**src/rtl/blob_pkg.sv**
```systemverilog
// Shared defaults and FSM state type for the blob centroid stage.
// Optional bounding-box tracking is enabled with BLOB_CENTROID_BBOX_EN.
package blob_pkg;

    localparam int H_ACTIVE_DEF = 1024;
    localparam int V_ACTIVE_DEF = 768;
    localparam int SUM_W_DEF    = 32;
    localparam int CNT_W_DEF    = 20;

    typedef enum logic [1:0] {
        IDLE    = 2'd0,
        DIV_X   = 2'd1,
        DIV_Y   = 2'd2,
        PUBLISH = 2'd3
    } blob_state_t;

endpackage

```
**src/rtl/seq_divider.sv**
```systemverilog
// Start/busy/done restoring divider; the start cycle performs the first step,
// so a quotient is ready DVD_W cycles after start with done pulsing in the last.
module seq_divider #(
    parameter int DVD_W = 32,
    parameter int DVS_W = 20
) (
    input  logic             clk,
    input  logic             reset_n,
    input  logic             start,
    input  logic [DVD_W-1:0] dividend,
    input  logic [DVS_W-1:0] divisor,
    output logic             busy,
    output logic             done,
    output logic [DVD_W-1:0] quotient,
    output logic [DVS_W-1:0] remainder
);

    localparam int CW = $clog2(DVD_W);

    logic [DVS_W-1:0] rem_reg;
    logic [DVD_W-1:0] q_reg;
    logic [DVS_W-1:0] dvs_reg;
    logic [CW-1:0]    cnt_reg;
    logic             busy_reg;
    logic             done_reg;

    // Shift one dividend bit into the partial remainder and subtract if it fits.
    function automatic logic [DVS_W+DVD_W-1:0] div_step(
        input logic [DVS_W-1:0] rem,
        input logic [DVD_W-1:0] q,
        input logic [DVS_W-1:0] d
    );
        logic [DVS_W:0] trial;
        trial = {rem, q[DVD_W-1]};
        if (trial >= {1'b0, d}) begin
            trial = trial - {1'b0, d};
            return {trial[DVS_W-1:0], q[DVD_W-2:0], 1'b1};
        end
        return {trial[DVS_W-1:0], q[DVD_W-2:0], 1'b0};
    endfunction

    always_ff @(posedge clk or negedge reset_n) begin
        if (!reset_n) begin
            rem_reg  <= '0;
            q_reg    <= '0;
            dvs_reg  <= '0;
            cnt_reg  <= '0;
            busy_reg <= 1'b0;
            done_reg <= 1'b0;
        end else begin
            done_reg <= 1'b0;
            if (start && !busy_reg) begin
                {rem_reg, q_reg} <= div_step('0, dividend, divisor);
                dvs_reg          <= divisor;
                cnt_reg          <= CW'(DVD_W - 1);
                busy_reg         <= 1'b1;
            end else if (busy_reg) begin
                {rem_reg, q_reg} <= div_step(rem_reg, q_reg, dvs_reg);
                cnt_reg          <= cnt_reg - CW'(1);
                if (cnt_reg == CW'(1)) begin
                    busy_reg <= 1'b0;
                    done_reg <= 1'b1;
                end
            end
        end
    end

    assign busy      = busy_reg;
    assign done      = done_reg;
    assign quotient  = q_reg;
    assign remainder = rem_reg;

endmodule

```
**src/rtl/blob_centroid.sv**
```systemverilog
// Accumulates mask hits per frame and divides once in vblank to publish the centroid.
// Define BLOB_CENTROID_BBOX_EN to also publish the hit bounding box.
module blob_centroid
    import blob_pkg::*;
#(
    parameter int H_ACTIVE = H_ACTIVE_DEF,
    parameter int V_ACTIVE = V_ACTIVE_DEF,
    parameter int SUM_W    = SUM_W_DEF,
    parameter int CNT_W    = CNT_W_DEF
) (
    input  logic             clk,
    input  logic             reset_n,
    input  logic [10:0]      hcount,
    input  logic [9:0]       vcount,
    input  logic [7:0]       color,
    output logic [10:0]      centroid_x,
    output logic [9:0]       centroid_y,
    output logic [CNT_W-1:0] pixel_count,
    output logic             found,
    output logic             valid,
    output logic [10:0]      bbox_xmin,
    output logic [10:0]      bbox_xmax,
    output logic [9:0]       bbox_ymin,
    output logic [9:0]       bbox_ymax
);

    localparam logic [10:0] H_LIM = 11'(H_ACTIVE);
    localparam logic [9:0]  V_LIM = 10'(V_ACTIVE);

    logic [10:0] hcount_s1;
    logic [9:0]  vcount_s1;
    logic [7:0]  color_s1;

    always_ff @(posedge clk or negedge reset_n) begin
        if (!reset_n) begin
            hcount_s1 <= '0;
            vcount_s1 <= '0;
            color_s1  <= '0;
        end else begin
            hcount_s1 <= hcount;
            vcount_s1 <= vcount;
            color_s1  <= color;
        end
    end

    logic hit;
    logic frame_start;
    logic frame_end;

    assign hit         = (color_s1 != 8'd0) && (hcount_s1 < H_LIM) && (vcount_s1 < V_LIM);
    assign frame_start = (hcount_s1 == 11'd0) && (vcount_s1 == 10'd0);
    assign frame_end   = (hcount_s1 == 11'd0) && (vcount_s1 == V_LIM);

    logic [SUM_W-1:0] sum_x_reg;
    logic [SUM_W-1:0] sum_y_reg;
    logic [CNT_W-1:0] count_reg;
    logic [SUM_W-1:0] hx;
    logic [SUM_W-1:0] vy;

    assign hx = SUM_W'(hcount_s1);
    assign vy = SUM_W'(vcount_s1);

    // Frame start clears and counts pixel (0,0) in the same cycle.
    always_ff @(posedge clk or negedge reset_n) begin
        if (!reset_n) begin
            sum_x_reg <= '0;
            sum_y_reg <= '0;
            count_reg <= '0;
        end else if (frame_start) begin
            sum_x_reg <= hit ? hx : '0;
            sum_y_reg <= hit ? vy : '0;
            count_reg <= hit ? CNT_W'(1) : '0;
        end else if (hit) begin
            sum_x_reg <= sum_x_reg + hx;
            sum_y_reg <= sum_y_reg + vy;
            if (count_reg != '1) begin
                count_reg <= count_reg + CNT_W'(1);
            end
        end
    end

    blob_state_t      state_reg;
    logic [SUM_W-1:0] snap_sum_y;
    logic [CNT_W-1:0] snap_cnt;
    logic [10:0]      qx_reg;
    logic [9:0]       qy_reg;

    logic             div_start;
    logic [SUM_W-1:0] div_dividend;
    logic [CNT_W-1:0] div_divisor;
    logic             div_busy;
    logic             div_done;
    logic [SUM_W-1:0] div_quotient;
    logic [CNT_W-1:0] div_rem_unused;

    // The X divide is launched straight from the live sums on the frame-end cycle,
    // which hold their final values then; Y uses the snapshot.
    always_comb begin
        div_start    = 1'b0;
        div_dividend = snap_sum_y;
        div_divisor  = snap_cnt;
        if (state_reg == IDLE && frame_end && count_reg != '0) begin
            div_start    = 1'b1;
            div_dividend = sum_x_reg;
            div_divisor  = count_reg;
        end else if (state_reg == DIV_X && div_done) begin
            div_start = 1'b1;
        end
    end

    seq_divider #(
        .DVD_W (SUM_W),
        .DVS_W (CNT_W)
    ) u_div (
        .clk       (clk),
        .reset_n   (reset_n),
        .start     (div_start),
        .dividend  (div_dividend),
        .divisor   (div_divisor),
        .busy      (div_busy),
        .done      (div_done),
        .quotient  (div_quotient),
        .remainder (div_rem_unused)
    );

    logic unused_div;
    assign unused_div = ^{div_quotient[SUM_W-1:11], div_busy, div_rem_unused};

    always_ff @(posedge clk or negedge reset_n) begin
        if (!reset_n) begin
            state_reg   <= IDLE;
            snap_sum_y  <= '0;
            snap_cnt    <= '0;
            qx_reg      <= '0;
            qy_reg      <= '0;
            centroid_x  <= '0;
            centroid_y  <= '0;
            pixel_count <= '0;
            found       <= 1'b0;
            valid       <= 1'b0;
        end else begin
            valid <= 1'b0;
            case (state_reg)
                IDLE: begin
                    if (frame_end) begin
                        snap_sum_y <= sum_y_reg;
                        snap_cnt   <= count_reg;
                        state_reg  <= (count_reg == '0) ? PUBLISH : DIV_X;
                    end
                end
                DIV_X: begin
                    if (div_done) begin
                        qx_reg    <= div_quotient[10:0];
                        state_reg <= DIV_Y;
                    end
                end
                DIV_Y: begin
                    if (div_done) begin
                        qy_reg    <= div_quotient[9:0];
                        state_reg <= PUBLISH;
                    end
                end
                PUBLISH: begin
                    valid       <= 1'b1;
                    pixel_count <= snap_cnt;
                    found       <= (snap_cnt != '0);
                    centroid_x  <= (snap_cnt != '0) ? qx_reg : '0;
                    centroid_y  <= (snap_cnt != '0) ? qy_reg : '0;
                    state_reg   <= IDLE;
                end
                default: state_reg <= IDLE;
            endcase
        end
    end

`ifdef BLOB_CENTROID_BBOX_EN
    logic [10:0] xmin_reg, xmax_reg, snap_xmin, snap_xmax;
    logic [9:0]  ymin_reg, ymax_reg, snap_ymin, snap_ymax;

    always_ff @(posedge clk or negedge reset_n) begin
        if (!reset_n) begin
            xmin_reg <= '1;
            xmax_reg <= '0;
            ymin_reg <= '1;
            ymax_reg <= '0;
        end else if (frame_start) begin
            xmin_reg <= hit ? hcount_s1 : '1;
            xmax_reg <= hit ? hcount_s1 : '0;
            ymin_reg <= hit ? vcount_s1 : '1;
            ymax_reg <= hit ? vcount_s1 : '0;
        end else if (hit) begin
            if (hcount_s1 < xmin_reg) xmin_reg <= hcount_s1;
            if (hcount_s1 > xmax_reg) xmax_reg <= hcount_s1;
            if (vcount_s1 < ymin_reg) ymin_reg <= vcount_s1;
            if (vcount_s1 > ymax_reg) ymax_reg <= vcount_s1;
        end
    end

    always_ff @(posedge clk or negedge reset_n) begin
        if (!reset_n) begin
            snap_xmin <= '0;
            snap_xmax <= '0;
            snap_ymin <= '0;
            snap_ymax <= '0;
            bbox_xmin <= '0;
            bbox_xmax <= '0;
            bbox_ymin <= '0;
            bbox_ymax <= '0;
        end else begin
            if (state_reg == IDLE && frame_end) begin
                snap_xmin <= xmin_reg;
                snap_xmax <= xmax_reg;
                snap_ymin <= ymin_reg;
                snap_ymax <= ymax_reg;
            end
            if (state_reg == PUBLISH) begin
                bbox_xmin <= (snap_cnt != '0) ? snap_xmin : '0;
                bbox_xmax <= (snap_cnt != '0) ? snap_xmax : '0;
                bbox_ymin <= (snap_cnt != '0) ? snap_ymin : '0;
                bbox_ymax <= (snap_cnt != '0) ? snap_ymax : '0;
            end
        end
    end
`else
    assign bbox_xmin = '0;
    assign bbox_xmax = '0;
    assign bbox_ymin = '0;
    assign bbox_ymax = '0;
`endif

endmodule

```
**config.mk**
```make
export PLATFORM = sky130hd
export DESIGN_NAME = blob_centroid
export DESIGN_NICKNAME = d
export VERILOG_FILES = /design/src/rtl/blob_pkg.sv /design/src/rtl/seq_divider.sv /design/src/rtl/blob_centroid.sv
export SDC_FILE = /design/constraint.sdc
export NUM_CORES = 1
export LEC_CHECK = 0
export CORE_MARGIN = 2
export CORE_UTILIZATION = 45
export DETAILED_ROUTE_END_ITERATION = 8
export RECOVER_POWER = 25
export REMOVE_ABC_BUFFERS = 1
export SYNTH_ARGS = -nofsm -noshare
export SYNTH_HDL_FRONTEND = slang
export SYNTH_SLANG_ARGS = --single-unit
```
**constraint.sdc**
```tcl
create_clock -name clk -period 5.8 [get_ports clk]
set_clock_uncertainty 0.15 [all_clocks]
set_input_delay 1.16 -clock clk [delete_from_list [all_inputs] [get_ports clk]]
set_output_delay 1.16 -clock clk [all_outputs]
set_load 0.02 [all_outputs]
```
==> results of run 1 <==
-- logic make-up after synthesis --
logic type	after synthesis
and+or+nand+nor	650
adders and majority gates	55
DFF	310
muxes	53
xor gates and xnor gates	72
buffers and inverters	185
other	1
AOI/OAI and AO/OA	373
-- cell type report --
| type | count | area share, % |
|---|---|---|
| Sequential cell | 310 | 42.6 |
| Clock buffer | 52 | 6.00 |
| Multi-Input combinational cell | 1245 | 41.5 |
| Tap cell | 461 | 3.16 |
| Inverter | 54 | 1.11 |
| Timing Repair Buffer | 90 | 4.73 |
| Clock inverter | 10 | 0.906 |
-- power by group through the flow --
| stage | clock [mW] | combinational, mW | sequential, mW |
|---|---|---|---|
| after CTS | 2.43 | 1.08 | 2.46 |
| after global routing | 2.52 | 1.22 | 2.49 |
| after detailed placement | 0 | 1.07 | 2.50 |
| after floorplan | 0 | 0.774 | 2.45 |
| final | 2.37 | 1.08 | 2.47 |
| after global placement | 0 | 1.06 | 2.50 |
-- layer usage --
metal,up-vias,GRT usage (%),wire length [microns]
li1,5958,-,-
met1,6087,31.7,18700
met2,289,33.7,18000
met3,65,3.08,1700
met4,0,6.47,913
met5,-,0,0
-- path summary, 6_finish.rpt --
kind	start	endpoint	slack [ns]
min in group asynchronous	reset_n	sum_y_reg[16]	1.28
max in group asynchronous	reset_n	u_div.dvs_reg[6]	2.32
min reg2reg	snap_sum_y[15]	snap_sum_y[15]	0.32
max	count_reg[0]	u_div.remainder[17]	1.70
min	snap_sum_y[15]	snap_sum_y[15]	0.32
max reg2reg	count_reg[0]	u_div.remainder[17]	1.70
-- layout by cell type, fill, tap and decap left out, types with 17 or more instances in the layout --
cell	n
clkdlybuf4s50_1	43
o211ai_1	25
or3_1	21
xor2_1	36
nor2_1	113
dfrtp_1	309
nand3_1	94
conb_1	42
dlygate4sd3_1	29
inv_1	54
and3_1	18
ha_1	52
a22oi_1	17
mux2_2	43
o21ai_0	99
a22o_1	24
clkbuf_16	38
a21oi_1	100
xnor2_1	36
nand2_1	287
-- critical path: stages, from the launching register on --
cell	delay (ns)
dfrtp_1	0.42
inv_1	0.12
ha_1	0.19
nor4b_1	0.24
nand3_1	0.19
o211ai_1	0.25
buf_4	0.54
mux2i_1	0.22
ha_1	0.28
inv_1	0.08
ha_1	0.18
inv_1	0.07
a221o_2	0.44
nor3_4	0.33
a311oi_1	0.10
a31oi_1	0.18
-- per-stage QoR --
step / worst slack, ns / hold slack, ns / TNS [ns] / power [mW]
after floorplan: -1.35 / 0.288 / -34.17 / 3.23
after global placement: 1.92 / 0.303 / 0 / 3.55
after detailed placement: 1.78 / 0.308 / 0 / 3.58
after CTS: 1.75 / 0.321 / 0 / 5.97
after global routing: 1.41 / 0.343 / 0 / 6.23
final: 1.70 / 0.315 / 0 / 5.92
==> flow_summary.toml, run 1 <==
[synth]
synth_top_area_cell = "dfrtp_1"
avgSynthCellArea_sq_um = 9.47
synthArstFlopShare_pct = 100
synth_fa_ha_area_share_pct = 4.42
synth_area_leaders = "dfrtp_1, nand2_1, ha_1, a21oi_1, o21ai_0"
ys_types = 81
synth-edff-count = 0
yosys.area_share.xor_xnor_pct = 3.92
synth_top_family_by_area = "simple AND/OR/NAND/NOR gates"
synthCells = 1699
ys_top_cells_by_count = "dfrtp_1, nand2_1, nor2_1"
synth_top_area_share_pct = 48.2
synthSimpleGateAreaFrac_pct = 19.1
netlist_area_sq_um = 16100
seq_area_frac_synth_pct = 48.2
yosysWarnings = 0
synth-compound-area-share_pct = 14.8
yosysMostFrequentCell = "dfrtp_1"
synth-main-ff-cell = "dfrtp_1"
synthMuxAreaShare_pct = 3.63
synth-seq-cells = 310

[sta]
max_freq_ghz = 0.244
drv_slew = 103
setup_violations = 0
maxSlewHeadroom_pct = -78.1
post-route-period-util_pct = 70.7
worst_pin_slew_ns = 2.67
hold_viol_final = 0
period_needed_ns = 4.10
rsz0062_at_grt = "no"

[routing]
avgViaCountPerCell = 5.58
post-route-drc-count = 0
wl_per_cell_microns = 17.7
drt_wl_total_microns = 39300
vias = 12400
dr.pass1.iters = 5
ant_nets = 0
drt_iter0_drc = 974

[clocking]
root_buffer = "clkbuf_16"
cts_resized = 0
clockBufferDepth = 3
cts_hold_buffers = 0
clk_latency_ns = 0.53
cts_tree = "built"
postCtsSetupRepairBufs = 0
cts-htree-levels = 2
cts_made_buffers = 36
numClockSinks = 310
clk_pin_slew_ns = 0.06

[final_layout]
areaGrowthSynthToFinish_pct = 13.2
drive_gt1_share_pct = 8.69
antenna-diode-count = 0
fin_cells = 2222
fin_util_pct = 51.5
fill_cells = 3318
layout.nets = 1823
multiInputGateArea_sq_um = 7570
stdcell_area_sq_um = 18200
seq_area_sq_um = 7760

[worst_hold_path]
hold_class = "reg2reg"
holdPathStages = 2

[pwr]
cellLeakagePower_nw = 8.55
switching_share_pct = 29.3
power_frac_comb_pct = 18.3
clockPowerShare_pct = 40.1
ir_drop_mv = 0.187
internal-power_mw = 4.19
p_per_area_nw_per_um2 = 325
seq_power_share_pct = 41.7
power.switching_mw = 1.73

[global_routing]
grt_pass1_wl_microns = 64500
first_global_vias = 12000
grt_overflow = 0
grt_max_degree = 121
grt_antenna_before_repair = 0
gr-usage-all-layers_pct = 21.7

[place]
port_buffers = 73
place_area_sq_um = 17000
gp_congestion = 0.862
place_hpwl_microns = 26800
dp.cells = 2160

[critical_path]
arrival_ns = 4.37
cp-start-kind = "flop"
path_class = "reg2reg"
cp.required_ns = 6.07
cp-end-kind = "flop"
worstPathMaxFanout = 57
ff2ff_path_depth = 15

[die]
die_w_microns = 193
row_count = 69
dieArea_sq_um = 37300
core_area_sq_um = 35400
pin_count = 116
fp.dieH_microns = 193
initial_utilization_pct = 45.5

[run]
drv_cap = 1

[status]
outcome = "complete, but fails checks"
violations = "capacitance limit, slew limit"
Note: power is estimated with default switching activity, not from simulation.
==> run 2, diff against run 1 <==
--- a/config.mk
+++ b/config.mk
@@ -8,6 +8,7 @@
 export CORE_MARGIN = 2
 export CORE_UTILIZATION = 45
 export DETAILED_ROUTE_END_ITERATION = 8
+export PLACE_DENSITY = 0.66
 export RECOVER_POWER = 25
 export REMOVE_ABC_BUFFERS = 1
 export SYNTH_ARGS = -nofsm -noshare
==> constraint.sdc (replaced) <==
create_clock -name clk -period 3.4 [get_ports clk]
set_clock_uncertainty 0.15 [all_clocks]
set_input_delay 0.68 -clock clk [delete_from_list [all_inputs] [get_ports clk]]
set_output_delay 0.68 -clock clk [all_outputs]
set_load 0.02 [all_outputs]
==> flow_summary.toml, run 2 (synthesis results as in run 1) <==
[critical_path]
ff2ff_path_depth = 12
regToRegSetupSlack_ns = 0.11
path_class = "reg2reg"
cp-start-kind = "flop"
cp_top_family = "simple AND/OR/NAND/NOR gates"
cp_common_cell = "nor4_4"
r2r-start = "count_reg[2]"
r2r_end = "u_div.remainder[5]"
cp-end-kind = "flop"
cp.required_ns = 3.65
worstPathMaxFanout = 6
worst-path-buf-inv = 1
cpPeakStageDelay_ns = 0.44
critPathSlowestCell = "o211ai_1"
path_cells = "nor4_4 -> nand2_2 -> o211ai_1 -> mux2i_1 -> ha_2 -> inv_2 -> ha_4 -> or2_2 -> o2111ai_2 -> nor4_4 -> or2_1 -> o22a_1"
arrival_ns = 3.55

[die]
row_count = 69
initial_utilization_pct = 45.5
die_w_microns = 193
fp.dieH_microns = 193
dieArea_sq_um = 37300
core_area_sq_um = 35400
pin_count = 116

[clocking]
clockBufferDepth = 3
cts_tree = "built"
cts_made_buffers = 36
root_buffer = "clkbuf_16"
numClockSinks = 310
clk_pin_slew_ns = 0.06
clk_latency_ns = 0.53
cts-htree-levels = 2

[global_routing]
grt_antenna_before_repair = 0
grt_pass1_wl_microns = 64500
grt_overflow = 0
grt_max_degree = 89
gr-usage-all-layers_pct = 21.6
first_global_vias = 12300

[sta]
period_needed_ns = 3.29
setup_violations = 0
maxSlewHeadroom_pct = -59.3
drv_slew = 85
worst_pin_slew_ns = 2.39
rsz0062_at_grt = "yes"
fin_tns_setup_ns = 0
post-route-period-util_pct = 96.8
max_freq_ghz = 0.304
hold_viol_final = 0
fin_ws_ns = 0.110

[worst_hold_path]
hold_class = "reg2reg"
hp-start = "snap_sum_y[13]"
holdPathEnd = "snap_sum_y[13]"
holdPathStages = 2

[place]
port_buffers = 73
gp_congestion = 0.886
pre_cts_ws_ns = -0.0844
place_hpwl_microns = 27600

[pwr]
cellLeakagePower_nw = 8.88
ir_drop_mv = 0.579
power_mw = 10.1
p_per_area_nw_per_um2 = 539

[routing]
ant_nets = 0
drt_iter0_drc = 892
wl_per_cell_microns = 17.2
vias = 12500
dr.pass1.iters = 5
drt_wl_total_microns = 39300
post-route-drc-count = 0
avgViaCountPerCell = 5.48

[status]
outcome = "complete, but fails checks"
violations = "capacitance limit, slew limit"

[final_layout]
final_common_cell = "dfrtp_1"
drive_gt1_share_pct = 12.9
layout.nets = 1887
multiInputGateArea_sq_um = 7680
fill_cells = 3171
seq_area_sq_um = 7760
layout_common_cells = "dfrtp_1, nand2_1, nor2_1, a21oi_1, o21ai_0"
areaGrowthSynthToFinish_pct = 16.9
antenna-diode-count = 0

[run]
drv_cap = 1
run 2: cell count changes in the layout (fill, tap and decap cells not counted), sizes merged:
cell / previous run / this run
inv: 54 / 56
clkinv: 6 / 4
bufinv: 4 / 3
buf: 16 / 81
clkbuf: 54 / 52
clkinvlp: 0 / 2
run 2: per-layer routing:
| layer | part of all wire (%) | GRT usage [%] | vias up |
|---|---|---|---|
| li1 | - | - | 6062 |
| met1 | 45 | 30.1 | 6070 |
| met2 | 47 | 35.2 | 326 |
| met3 | 5.3 | 3.60 | 64 |
| met4 | 2.2 | 5.89 | 0 |
| met5 | 0 | 0 | - |
run 2: final cells by class:
cell class / instances / share of cell area (%)
inverters: 54 / 1.08
clock buffers: 51 / 5.62
flip-flops and latches: 310 / 41.2
repair buffers: 154 / 7.44
multi-input cells: 1245 / 40.8
well taps: 461 / 3.06
clock inverters: 11 / 0.758
run 2: worst max path at each step:
stage / start / end / slack, ns / cells after the start
after global routing: vcount_s1[3] / u_div.remainder[3] / -0.09 / 12
after floorplan: count_reg[1] / u_div.remainder[5] / -3.75 / 10
after global placement: count_reg[0] / u_div.remainder[14] / 0.02 / 14
after CTS: count_reg[0] / u_div.remainder[14] / 0.0002 / 14
final: count_reg[2] / u_div.remainder[5] / 0.11 / 12
after detailed placement: vcount_s1[5] / u_div.remainder[14] / -0.08 / 12
run 2: through the flow:
step                      util, %  instances  hold slack (ns)  area [sq um]
after floorplan                 -       1609            0.234         15500
after global placement       49.3       2216            0.302         17400
after detailed placement     49.3       2216            0.306         17400
after CTS                    52.8       2280           0.0522         18700
after global routing         53.2       2286            0.346         18800
final                        53.2       2286            0.314         18800
run 2: worst register-to-register path, stage by stage (launching register included):
cell and delay, ns:
dfrtp_1 0.40, nor4_4 0.36, nand2_2 0.13, o211ai_1 0.44, mux2i_1 0.33, ha_2 0.24
inv_2 0.05, ha_4 0.16, or2_2 0.30, o2111ai_2 0.09, nor4_4 0.06, or2_1 0.26
o22a_1 0.19
run 2: timing repair:
action | 4_1_cts | 5_1_grt
pin swaps | 3 | 14
endpoints found under the setup margin | 10 | 21
gates resized for setup | 5 | 23
setup buffers | 2 | 6
hold buffers | 0 | 0
run 2: power by group:
part / switching (mW) / internal [mW] / total (mW)
registers: 0.244 / 3.93 / 4.17
clock network: 1.53 / 2.39 / 3.92
logic: 1.22 / 0.831 / 2.05
==> run 3, diff against run 2 <==
==> constraint.sdc (replaced) <==
create_clock -name clk -period 2.88 [get_ports clk]
set_clock_uncertainty 0.15 [all_clocks]
set_input_delay 0.576 -clock clk [delete_from_list [all_inputs] [get_ports clk]]
set_output_delay 0.576 -clock clk [all_outputs]
set_load 0.02 [all_outputs]
==> flow_summary.toml, run 3 (synthesis results as in run 1) <==
[status]
outcome = "complete, but fails checks"
violations = "capacitance limit, slew limit, setup timing"

[die]
fp.dieH_microns = 193
die_w_microns = 193
core_area_sq_um = 35400
pin_count = 116
initial_utilization_pct = 45.5
dieArea_sq_um = 37300
row_count = 69

[worst_hold_path]
hold_class = "reg2reg"
holdPathEnd = "snap_sum_y[0]"
holdPathStages = 2
hp-start = "snap_sum_y[0]"

[global_routing]
gr-usage-all-layers_pct = 22.2
grt_overflow = 0
grt_antenna_before_repair = 0
first_global_vias = 12800
grt_max_degree = 80
grt_pass1_wl_microns = 66400

[critical_path]
ff2ff_path_depth = 15
r2r-start = "hcount_s1[0]"
worstPathMaxFanout = 4
path_class = "reg2reg"
cp-end-kind = "flop"
cp.required_ns = 3.17
arrival_ns = 3.41
r2r_end = "u_div.remainder[12]"
regToRegSetupSlack_ns = -0.25
cp-start-kind = "flop"

[final_layout]
fin_util_pct = 55.6
layout_common_cells = "dfrtp_1, nand2_1, buf_4, nor2_1, a21oi_1"
antenna-diode-count = 0
final_common_cell = "dfrtp_1"
areaGrowthSynthToFinish_pct = 22.3
layout.nets = 1963
drive_gt1_share_pct = 18.1

[place]
port_buffers = 73
gp_congestion = 0.891
pre_cts_ws_ns = -0.587
place_hpwl_microns = 27900

[pwr]
cellLeakagePower_nw = 9.24
ir_drop_mv = 0.494
power_mw = 12.2
p_per_area_nw_per_um2 = 621

[clocking]
cts_made_buffers = 35
cts_tree = "built"
root_buffer = "clkbuf_16"
clk_pin_slew_ns = 0.06
cts-htree-levels = 2
clockBufferDepth = 3
clk_latency_ns = 0.53
numClockSinks = 310

[sta]
rsz0062_at_grt = "yes"
period_needed_ns = 3.13
worst_pin_slew_ns = 1.80
post-route-period-util_pct = 109
setup_violations = 29
fin_tns_setup_ns = -4.15
drv_slew = 68
hold_viol_final = 0
maxSlewHeadroom_pct = -19.7
max_freq_ghz = 0.320
fin_ws_ns = -0.247

[routing]
vias = 13000
post-route-drc-count = 0
drt_wl_total_microns = 40600
ant_nets = 0
dr.pass1.iters = 5
drt_iter0_drc = 797
avgViaCountPerCell = 5.50
wl_per_cell_microns = 17.2

[run]
drv_cap = 1
## run 3: changes by cell type in the layout (fill, tap and decap cells not counted), moves of 3 or more
cell	previous run	this run
ha_4	2	5
o2111ai_4	0	4
o2111ai_1	15	6
o2111ai_2	1	6
buf_6	1	8
nor4_1	11	8
a211oi_1	8	5
buf_4	75	139
o21ai_2	1	7
a21oi_2	1	7
clkbuf_1	6	10
a21oi_1	100	94
o21ai_0	98	92
## run 3: worst max-delay path by stage
stage / from / end / slack [ns] / cells past startpoint
after floorplan: count_reg[1] / u_div.remainder[5] / -4.27 / 10
after global placement: vcount_s1[5] / u_div.remainder[14] / -0.49 / 12
after detailed placement: vcount_s1[5] / u_div.remainder[14] / -0.59 / 12
after CTS: hcount_s1[0] / u_div.remainder[12] / -0.21 / 15
after global routing: count_reg[0] / u_div.remainder[19] / -0.37 / 15
final: hcount_s1[0] / u_div.remainder[12] / -0.25 / 15
## run 3: cell type report
| cell class | count | area [sq um] |
|---|---|---|
| flip-flops and latches | 310 | 7760 |
| inverters | 54 | 203 |
| fillers | 3098 | 15700 |
| clock buffers | 50 | 1000 |
| multi-input cells | 1245 | 7970 |
| repair buffers | 231 | 2030 |
| well taps | 461 | 577 |
| clock inverters | 10 | 143 |
## run 3: per-stage QoR
stage,area [sq um],cells,hold slack (ns)
2_1_floorplan,15500,1609,0.130
3_3_place_gp,17900,2277,0.302
3_5_place_dp,17900,2277,0.307
4_1_cts,19500,2353,0.320
5_1_grt,19700,2361,0.344
6_report,19700,2361,0.319
## run 3: power breakdown
part / internal [mW] / total [mW] / switching (mW) / leakage, nW
logic: 1.25 / 2.86 / 1.61 / 4.48
clock network: 2.70 / 4.45 / 1.75 / 0.560
registers: 4.64 / 4.91 / 0.270 / 4.20
total: 8.58 / 12.2 / 3.63 / 9.24
## run 3: metal layers
| metal | vias up | track usage [%] | routed length, microns |
|---|---|---|---|
| li1 | 6211 | - | - |
| met3 | 72 | 3.40 | 1870 |
| met1 | 6398 | 30.6 | 18200 |
| met4 | 0 | 7.37 | 1060 |
| met5 | - | 0 | 0 |
| met2 | 303 | 36.1 | 19500 |
## run 3: what timing repair did
| action | in CTS | in global routing |
|---|---|---|
| setup endpoints to repair | 45 | 90 |
| gates resized for setup | 59 | 40 |
| gates cloned | 1 | 0 |
| endpoints found under the hold margin | 63 | 0 |
| buffers inserted | 14 | 10 |
| pin swaps | 32 | 43 |
| hold buffers | 1 | 0 |
## run 3: critical path, cell delays in order (launching register included)
cell	delay (ns)
dfrtp_1	0.40
nor4_4	0.33
and4_4	0.32
o211ai_1	0.16
buf_4	0.20
nand2_4	0.07
o21ai_4	0.06
ha_4	0.17
inv_2	0.07
ha_4	0.14
inv_2	0.04
a221o_2	0.40
nor2_4	0.15
a21o_4	0.16
buf_6	0.11
o22a_1	0.11
